File: config.mk
export PLATFORM = sky130hd
export DESIGN_NAME = main_control_fsm
export DESIGN_NICKNAME = d
export VERILOG_FILES = /design/src/rtl/rv_ctrl_pkg.sv /design/src/rtl/alu_decoder.sv /design/src/rtl/main_control_fsm.sv
export SDC_FILE = /design/constraint.sdc
export NUM_CORES = 1
export LEC_CHECK = 0
export ABC_CLOCK_PERIOD_IN_PS = 1800
export CAP_MARGIN = 20
export CORE_MARGIN = 1.5
export CORE_UTILIZATION = 39
export CTS_BUF_LIST = sky130_fd_sc_hd__clkbuf_8
export CTS_CLUSTER_DIAMETER = 30
export CTS_CLUSTER_SIZE = 40
export DETAILED_ROUTE_END_ITERATION = 8
export GPL_TIMING_DRIVEN = 0
export PLACE_DENSITY = 0.84
export SETUP_SLACK_MARGIN = 0.05
export SLEW_MARGIN = 30
export SYNTH_ARGS = -nofsm -noshare
export SYNTH_HDL_FRONTEND = slang
export SYNTH_SLANG_ARGS = --single-unit
export TNS_END_PERCENT = 5
File: constraint.sdc
create_clock -name clk -period 1.8 [get_ports clk]
set_clock_uncertainty 0.15 [all_clocks]
set_input_delay 0.36 -clock clk [delete_from_list [all_inputs] [get_ports clk]]
set_output_delay 0.36 -clock clk [all_outputs]
set_load 0.005 [all_outputs]
File: src/rtl/rv_ctrl_pkg.sv
// Shared encodings for the multicycle RISC-V main controller: states, opcodes,
// immediate selects, ALU operation classes and ALU control codes.
package rv_ctrl_pkg;

    typedef enum logic [3:0] {
        StFetch    = 4'd0,
        StDecode   = 4'd1,
        StMemAdr   = 4'd2,
        StMemRead  = 4'd3,
        StMemWb    = 4'd4,
        StMemWrite = 4'd5,
        StExecuteR = 4'd6,
        StExecuteI = 4'd7,
        StAluWb    = 4'd8,
        StBranch   = 4'd9,
        StJal      = 4'd10,
        StLui      = 4'd11
    } state_e;

    typedef enum logic [1:0] {
        AluOpAdd   = 2'b00,
        AluOpSub   = 2'b01,
        AluOpFunct = 2'b10
    } alu_op_e;

    localparam logic [6:0] OpLw     = 7'b0000011;
    localparam logic [6:0] OpSw     = 7'b0100011;
    localparam logic [6:0] OpR      = 7'b0110011;
    localparam logic [6:0] OpI      = 7'b0010011;
    localparam logic [6:0] OpBranch = 7'b1100011;
    localparam logic [6:0] OpJal    = 7'b1101111;
    localparam logic [6:0] OpLui    = 7'b0110111;

    localparam logic [2:0] ImmI = 3'b000;
    localparam logic [2:0] ImmS = 3'b001;
    localparam logic [2:0] ImmB = 3'b010;
    localparam logic [2:0] ImmU = 3'b011;
    localparam logic [2:0] ImmJ = 3'b100;

    localparam logic [2:0] AluAdd = 3'b000;
    localparam logic [2:0] AluSub = 3'b001;
    localparam logic [2:0] AluAnd = 3'b010;
    localparam logic [2:0] AluOr  = 3'b011;
    localparam logic [2:0] AluSlt = 3'b101;

    // R-type and unsupported opcodes carry no immediate; fall back to the I code.
    function automatic logic [2:0] imm_src_of(input logic [6:0] op);
        case (op)
            OpSw:     return ImmS;
            OpBranch: return ImmB;
            OpLui:    return ImmU;
            OpJal:    return ImmJ;
            default:  return ImmI;
        endcase
    endfunction

endpackage

File: src/rtl/alu_decoder.sv
// Combinational ALU control decode from the operation class and instruction fields.
module alu_decoder
    import rv_ctrl_pkg::*;
(
    input  logic [1:0] alu_op,
    input  logic [2:0] funct3,
    input  logic       op5,
    input  logic       funct7b5,
    output logic [2:0] alu_control
);

    always_comb begin
        alu_control = AluAdd;
        if (alu_op == AluOpSub) begin
            alu_control = AluSub;
        end else if (alu_op == AluOpFunct) begin
            case (funct3)
                3'b000:  alu_control = (op5 & funct7b5) ? AluSub : AluAdd;
                3'b010:  alu_control = AluSlt;
                3'b110:  alu_control = AluOr;
                3'b111:  alu_control = AluAnd;
                default: alu_control = AluAdd;
            endcase
        end
    end

endmodule

File: src/rtl/main_control_fsm.sv
// Multicycle RISC-V main controller: state register plus Moore-decoded datapath
// controls, with the branch PC enable combinational in the ALU zero flag.
module main_control_fsm
    import rv_ctrl_pkg::*;
(
    input  logic       clk,
    input  logic       reset,
    input  logic [6:0] op,
    input  logic [2:0] funct3,
    input  logic       funct7b5,
    input  logic       zero,
    output logic       PCWrite,
    output logic       AdrSrc,
    output logic       MemWrite,
    output logic       IRWrite,
    output logic       RegWrite,
    output logic [1:0] ResultSrc,
    output logic [1:0] ALUSrcA,
    output logic [1:0] ALUSrcB,
    output logic [2:0] ImmSrc,
    output logic [2:0] ALUControl,
    output logic       illegal,
    output logic [3:0] state_dbg
);

    state_e  state_q;
    alu_op_e alu_op;
    logic    op_known;

    always_comb begin
        case (op)
            OpLw, OpSw, OpR, OpI, OpBranch, OpJal, OpLui: op_known = 1'b1;
            default:                                      op_known = 1'b0;
        endcase
    end

    always_ff @(posedge clk) begin
        if (reset) begin
            state_q <= StFetch;
        end else begin
            case (state_q)
                StFetch:  state_q <= StDecode;
                StDecode: begin
                    case (op)
                        OpLw, OpSw: state_q <= StMemAdr;
                        OpR:        state_q <= StExecuteR;
                        OpI:        state_q <= StExecuteI;
                        OpBranch:   state_q <= StBranch;
                        OpJal:      state_q <= StJal;
                        OpLui:      state_q <= StLui;
                        default:    state_q <= StFetch;
                    endcase
                end
                StMemAdr:   state_q <= (op == OpLw) ? StMemRead : StMemWrite;
                StMemRead:  state_q <= StMemWb;
                StExecuteR: state_q <= StAluWb;
                StExecuteI: state_q <= StAluWb;
                StJal:      state_q <= StAluWb;
                StLui:      state_q <= StAluWb;
                default:    state_q <= StFetch;
            endcase
        end
    end

    always_comb begin
        PCWrite   = 1'b0;
        AdrSrc    = 1'b0;
        MemWrite  = 1'b0;
        IRWrite   = 1'b0;
        RegWrite  = 1'b0;
        ResultSrc = 2'b00;
        ALUSrcA   = 2'b00;
        ALUSrcB   = 2'b00;
        alu_op    = AluOpAdd;
        illegal   = 1'b0;
        ImmSrc    = (state_q == StFetch) ? ImmI : imm_src_of(op);
        case (state_q)
            StFetch: begin
                IRWrite   = 1'b1;
                PCWrite   = 1'b1;
                ALUSrcB   = 2'b10;
                ResultSrc = 2'b10;
            end
            StDecode: begin
                ALUSrcA = 2'b01;
                ALUSrcB = 2'b01;
                illegal = ~op_known;
            end
            StMemAdr: begin
                ALUSrcA = 2'b10;
                ALUSrcB = 2'b01;
            end
            StMemRead:  AdrSrc = 1'b1;
            StMemWb: begin
                ResultSrc = 2'b01;
                RegWrite  = 1'b1;
            end
            StMemWrite: begin
                AdrSrc   = 1'b1;
                MemWrite = 1'b1;
            end
            StExecuteR: begin
                ALUSrcA = 2'b10;
                alu_op  = AluOpFunct;
            end
            StExecuteI: begin
                ALUSrcA = 2'b10;
                ALUSrcB = 2'b01;
                alu_op  = AluOpFunct;
            end
            StAluWb:    RegWrite = 1'b1;
            StJal: begin
                ALUSrcA = 2'b01;
                ALUSrcB = 2'b10;
                PCWrite = 1'b1;
            end
            StLui: begin
                ALUSrcA = 2'b11;
                ALUSrcB = 2'b01;
            end
            StBranch: begin
                ALUSrcA = 2'b10;
                alu_op  = AluOpSub;
                PCWrite = ((funct3 == 3'b000) & zero) | ((funct3 == 3'b001) & ~zero);
            end
            default: ;
        endcase
        // Reset suppresses every side effect of the instruction being aborted.
        if (reset) begin
            PCWrite  = 1'b0;
            MemWrite = 1'b0;
            IRWrite  = 1'b0;
            RegWrite = 1'b0;
            illegal  = 1'b0;
        end
    end

    assign state_dbg = state_q;

    alu_decoder u_alu_decoder (
        .alu_op      (alu_op),
        .funct3      (funct3),
        .op5         (op[5]),
        .funct7b5    (funct7b5),
        .alu_control (ALUControl)
    );

endmodule

; Word level (Yosys, flattened, before mapping)
; Cells that the tools add are included.
; W data, S select, Z words.
[word_totals]
input_bits = 14
reg_bits = 4
[classes]
bitwise_logic = 6
n_reduce_logical = 12
muxes = 25
eq_ne = 24
[op_table]
columns = op, n
row1 = $pmux W3 S4, 2
row2 = $pmux W4 S6, 1
row3 = $eq A7 B6 Y1 const B, 3
row4 = $pmux W4 S5, 1
row5 = $eq A4 B3 Y1 const B, 4
row6 = $eq A4 B4 Y1 const B, 4
row7 = $eq A7 B7 Y1 const B, 2
row8 = $mux W1, 12
row9 = $mux W3, 4
row10 = $pmux W2 S2, 3
row11 = $reduce_or A2 Y1, 6
row12 = $reduce_or A4 Y1, 3
row13 = $eq A4 B2 Y1 const B, 2
row14 = $eq A7 B2 Y1 const B, 1
row15 = $eq A7 B5 Y1 const B, 1
row16 = $reduce_or A7 Y1, 1
row17 = $eq A3 B3 Y1 const B, 2
row18 = $pmux W2 S3, 1
row19 = $eq A4 B1 Y1 const B, 1
row20 = $logic_not A4 Y1, 1
row21 = $and A1 B1 Y1, 3
row22 = $eq A3 B1 Y1 const B, 1
row23 = $eq A3 B2 Y1 const B, 1
row24 = $logic_not A3 Y1, 1
row25 = other kinds (5), 6

; Logic depth before layout (Yosys ltp)
[depth]
word_depth = 6
depth_mapped = 5
depth_no_buf = 4

; Hierarchy
; A second synthesis with hierarchy kept.
[unflattened]
cells_unflattened = 89
hier_area_um2 = 693.2
[by_module_without_submodules]
columns = mod, cells_per_inst, area_per_inst_um2, instances
row1 = main_control_fsm, 80, 635.6, 1
row2 = alu_decoder, 9, 57.6, 1

; Worst setup path before layout
; No wires, ideal clock.
[synth_timing]
kind = input-to-output
start = in op[4]
end = out illegal
path_slack_ns = 0.075
arrival_ns = 1.215
path_stages = 5
path_cell_list = buf_6 nor2b_2 a22oi_2 o21ai_2 a2111oi_2
[synth_via]
elab_chain_len = 6
[synth_lines]
columns = element, line_no
row1 = from (decl), main_control_fsm.sv:8  ; input logic [6:0] op,
row2 = $eq A7 B2 Y1 (tied with other cells), main_control_fsm.sv:31  ; case (op)
row3 = $reduce_or A7 Y1 (*), main_control_fsm.sv:31
row4 = $mux W1 (*), main_control_fsm.sv:31
row5 = $not A1 Y1 (*), main_control_fsm.sv:87  ; illegal = ~op_known;
row6 = $mux W1 (*), main_control_fsm.sv:77  ; case (state_q)
row7 = $mux W1 (*), main_control_fsm.sv:129  ; if (reset) begin
row8 = to (decl), main_control_fsm.sv:22  ; output logic illegal,
; Every way passes the cells marked *; elsewhere a longest branch is shown, timed or not.

; Final worst setup path
[layout_timing]
start = reg state_q[2] (netlist: state_dbg[2])
end = out ImmSrc[0]
[layout_via]
elab_chain_len = 2
[layout_lines]
columns = element, line_no
row1 = from (decl), main_control_fsm.sv:26  ; state_e state_q;
row2 = from (signal assigned), main_control_fsm.sv:39  ; state_q <= StFetch;
row3 = from (signal assigned), main_control_fsm.sv:42  ; StFetch: state_q <= StDecode;
row4 = from (signal assigned), main_control_fsm.sv:45  ; OpLw, OpSw: state_q <= StMemAdr;
row5 = $logic_not A4 Y1, main_control_fsm.sv:76  ; ImmSrc = (state_q == StFetch) ? ImmI : imm_src_of(op);
row6 = $mux W3, main_control_fsm.sv:76
row7 = to (decl), main_control_fsm.sv:20  ; output logic [2:0] ImmSrc,
; No other way between the ends.

==> qor.txt <==
Starting Density: 0.425
Synth Instances: 91
CTS Buf Count: 3
Core area: 0.00154 mm^2
Failing checks: negative setup slack
Root Driver: clkbuf_8
Startpoint Class: flip-flop
First-pass GRT wire length: 3.08 mm
Drt total wl: 2.15 mm
Slowest cell on crit path: dfxtp_2
Max-cap viol count: 0
Seq/Total Area, Yosys: 0.122
Worst Slack Setup Final: -160 ps
Mapped Area: 656 um^2
Ports: 36
Port Buf Inserts: 31
Worst-path cell chain: buf_6, nor4_4, nand2b_4, nor4_1, buf_2
Syn_area_per_cell: 7.20 um^2
CTS H-Tree Depth: 1
Slew @ Worst Pin: 396 ps
Top FF cell, synth: dfxtp_1
RSZ-0062 raised after global routing: true
Ant. Diodes: 0
Max reg flops: 4
Wire per inst: 14.7 um
Clock Latency Late Sink: 210 ps
Via count: 835
CP peak stage delay: 350 ps
FF/Latch Area: 92.6 um^2
FFs w/ async S/R, synth: 0
Worst Path Required: 1290 ps
Post-synth EDFFs: 0
Die Area: 0.00194 mm^2
Largest net degree at the start of global routing: 11
Multi-input logic area: 593 um^2
Area Overhead vs Synth: 75.6%
Post-synthesis register bit count: 4
Fmax: 0.510 GHz
Synth cell types: 44
Max Transition Viols Final: 0
# DRC: 0
Total track usage: 0.207
Slew headroom: 0.734
Clock transition at the registers of the reported paths: 30 ps
Post-layout power: 0.000449 W
Fin Hold WS: 336 ps
Peak supply drop: 0.000439 V
Critical path arrival: 1450 ps
Setup Crit Path Kind: reg2out
Setup violators final: 8
Final Wtd Congestion: 0.843
Min-Delay Path Class: in2reg
Antenna violations before repair: 0
Leakage: 0.491 nW
Die W: 44 um
Sink Count: 4
Share of cells above drive strength 1: 0.408
Vias per cell: 5.72
Antenna Nets Post-Route: 0
DP HPWL: 1.41 mm
Period utilization: 1.09
Yosys warnings: 0
Grt total ovfl: 0
Detailed Routing Iterations Pass 1: 4
Die H: 44 um
Crit-path max FO: 10
Vias in the first global route: 699
PD cells: 390 mW/mm^2
Initial DRC Count: 22
Fill cell count: 122
CP Capture Type: primary output
Period minus WS final: 1960 ps
TritonCTS clock tree: built
Final hold vios: 0
Mapped Nets: 105
Final net count: 146
CTS Buffer Depth: 2
Run status: finished, violations left
Row count: 14
[layer usage]
layer	global-route usage	part of all wire	up-vias
met5	0	0	-
met2	0.332	0.49	29
li1	-	-	416
met1	0.290	0.44	390
met4	0.0727	0	0
met3	0.0125	0.068	0
[where the power goes]
group | internal, W | switching, W
clock | 0.000142 | 0.0000416
combinational | 0.0000872 | 0.0000817
sequential | 0.0000890 | 0.00000703
[Yosys cell counts (3+ instances only)]
cell type / instances / area (um^2)
nor2_1: 9 / 33.8
nand2_1: 4 / 15.0
o21ai_0: 4 / 20.0
nand3_1: 4 / 20.0
buf_2: 4 / 20.0
nand2b_1: 5 / 31.3
inv_1: 3 / 11.3
dfxtp_1: 4 / 80.1
nor3_1: 8 / 40.0
nor4_1: 6 / 37.5
[placed cells by master, fill, tap and decap left out, types with 2 or more instances in the layout]
| cell | instances |
|---|---|
| buf_8 | 3 |
| buf_4 | 6 |
| xnor2_1 | 2 |
| clkdlybuf4s50_1 | 5 |
| clkdlybuf4s15_1 | 2 |
| nor4_4 | 2 |
| nand3_1 | 2 |
| nand2b_1 | 3 |
| o21ai_1 | 3 |
| clkdlybuf4s15_2 | 2 |
| clkbuf_8 | 4 |
| nor4_1 | 3 |
| nor2_1 | 9 |
| or3_1 | 2 |
| a21o_1 | 2 |
| clkbuf_2 | 2 |
| nand3_2 | 2 |
| nor2b_4 | 2 |
| dfxtp_4 | 3 |
| dlygate4sd2_1 | 11 |
| nor4_2 | 2 |
| nand2_1 | 4 |
| inv_1 | 3 |
| buf_2 | 9 |
| nor3_1 | 7 |
| nand2b_4 | 2 |
| buf_6 | 4 |
[critical path, delay by kind of cell (launching register included)]
kind / cells / cell delay, ps
buf+inv: 2 / 340
simple gates: 3 / 550
flops: 1 / 350
[layout make-up]
class                      instances  area share
clock buffer                       3      0.0359
inverter                           3     0.00978
multi-input combinational         75       0.515
tap                               16      0.0174
sequential                         4      0.0804
timing repair buffer              36       0.245
buffer                             9      0.0967
[worst paths after layout]
path | startpoint | end | slack, ps | cells past startpoint
worst max-delay path | state_dbg[2] | ImmSrc[0] | -160 | 5
worst max register to register | state_dbg[2] | state_dbg[0] | 230 | 5
worst min-delay path | op[2] | state_dbg[1] | 340 | 4
worst min register to register | state_dbg[0] | state_dbg[0] | 520 | 2
[through the flow]
stage | setup TNS [ps] | area, um^2 | instances | utilization | worst slack, ps
2_1_floorplan | 0 | 656 | 91 | - | 74.9
3_3_place_gp | -7550 | 986 | 138 | 0.640 | -1020
3_5_place_dp | -7880 | 986 | 138 | 0.640 | -1070
4_1_cts | -846 | 1080 | 143 | 0.703 | -130
5_1_grt | -1360 | 1150 | 146 | 0.747 | -224
6_report | -722 | 1150 | 146 | 0.747 | -160
[repair_timing]
| action | CTS | global route |
|---|---|---|
| pin swaps | 10 | 6 |
| gates resized for setup | 82 | 24 |
| hold buffers | 0 | 0 |
| buffers inserted | 2 | 3 |
| endpoints found under the setup margin | 19 | 17 |
[cells by family (layout without fill, tap and decap cells)]
kind of cell,Yosys count,count (layout),synth area share
simple gates,50,50,0.450
mux,1,1,0.0153
xor+xnor,3,3,0.0401
buf+inv,12,51,0.122
flops,4,4,0.122
compound gates,21,21,0.250
(Power assumes the default switching activity.)
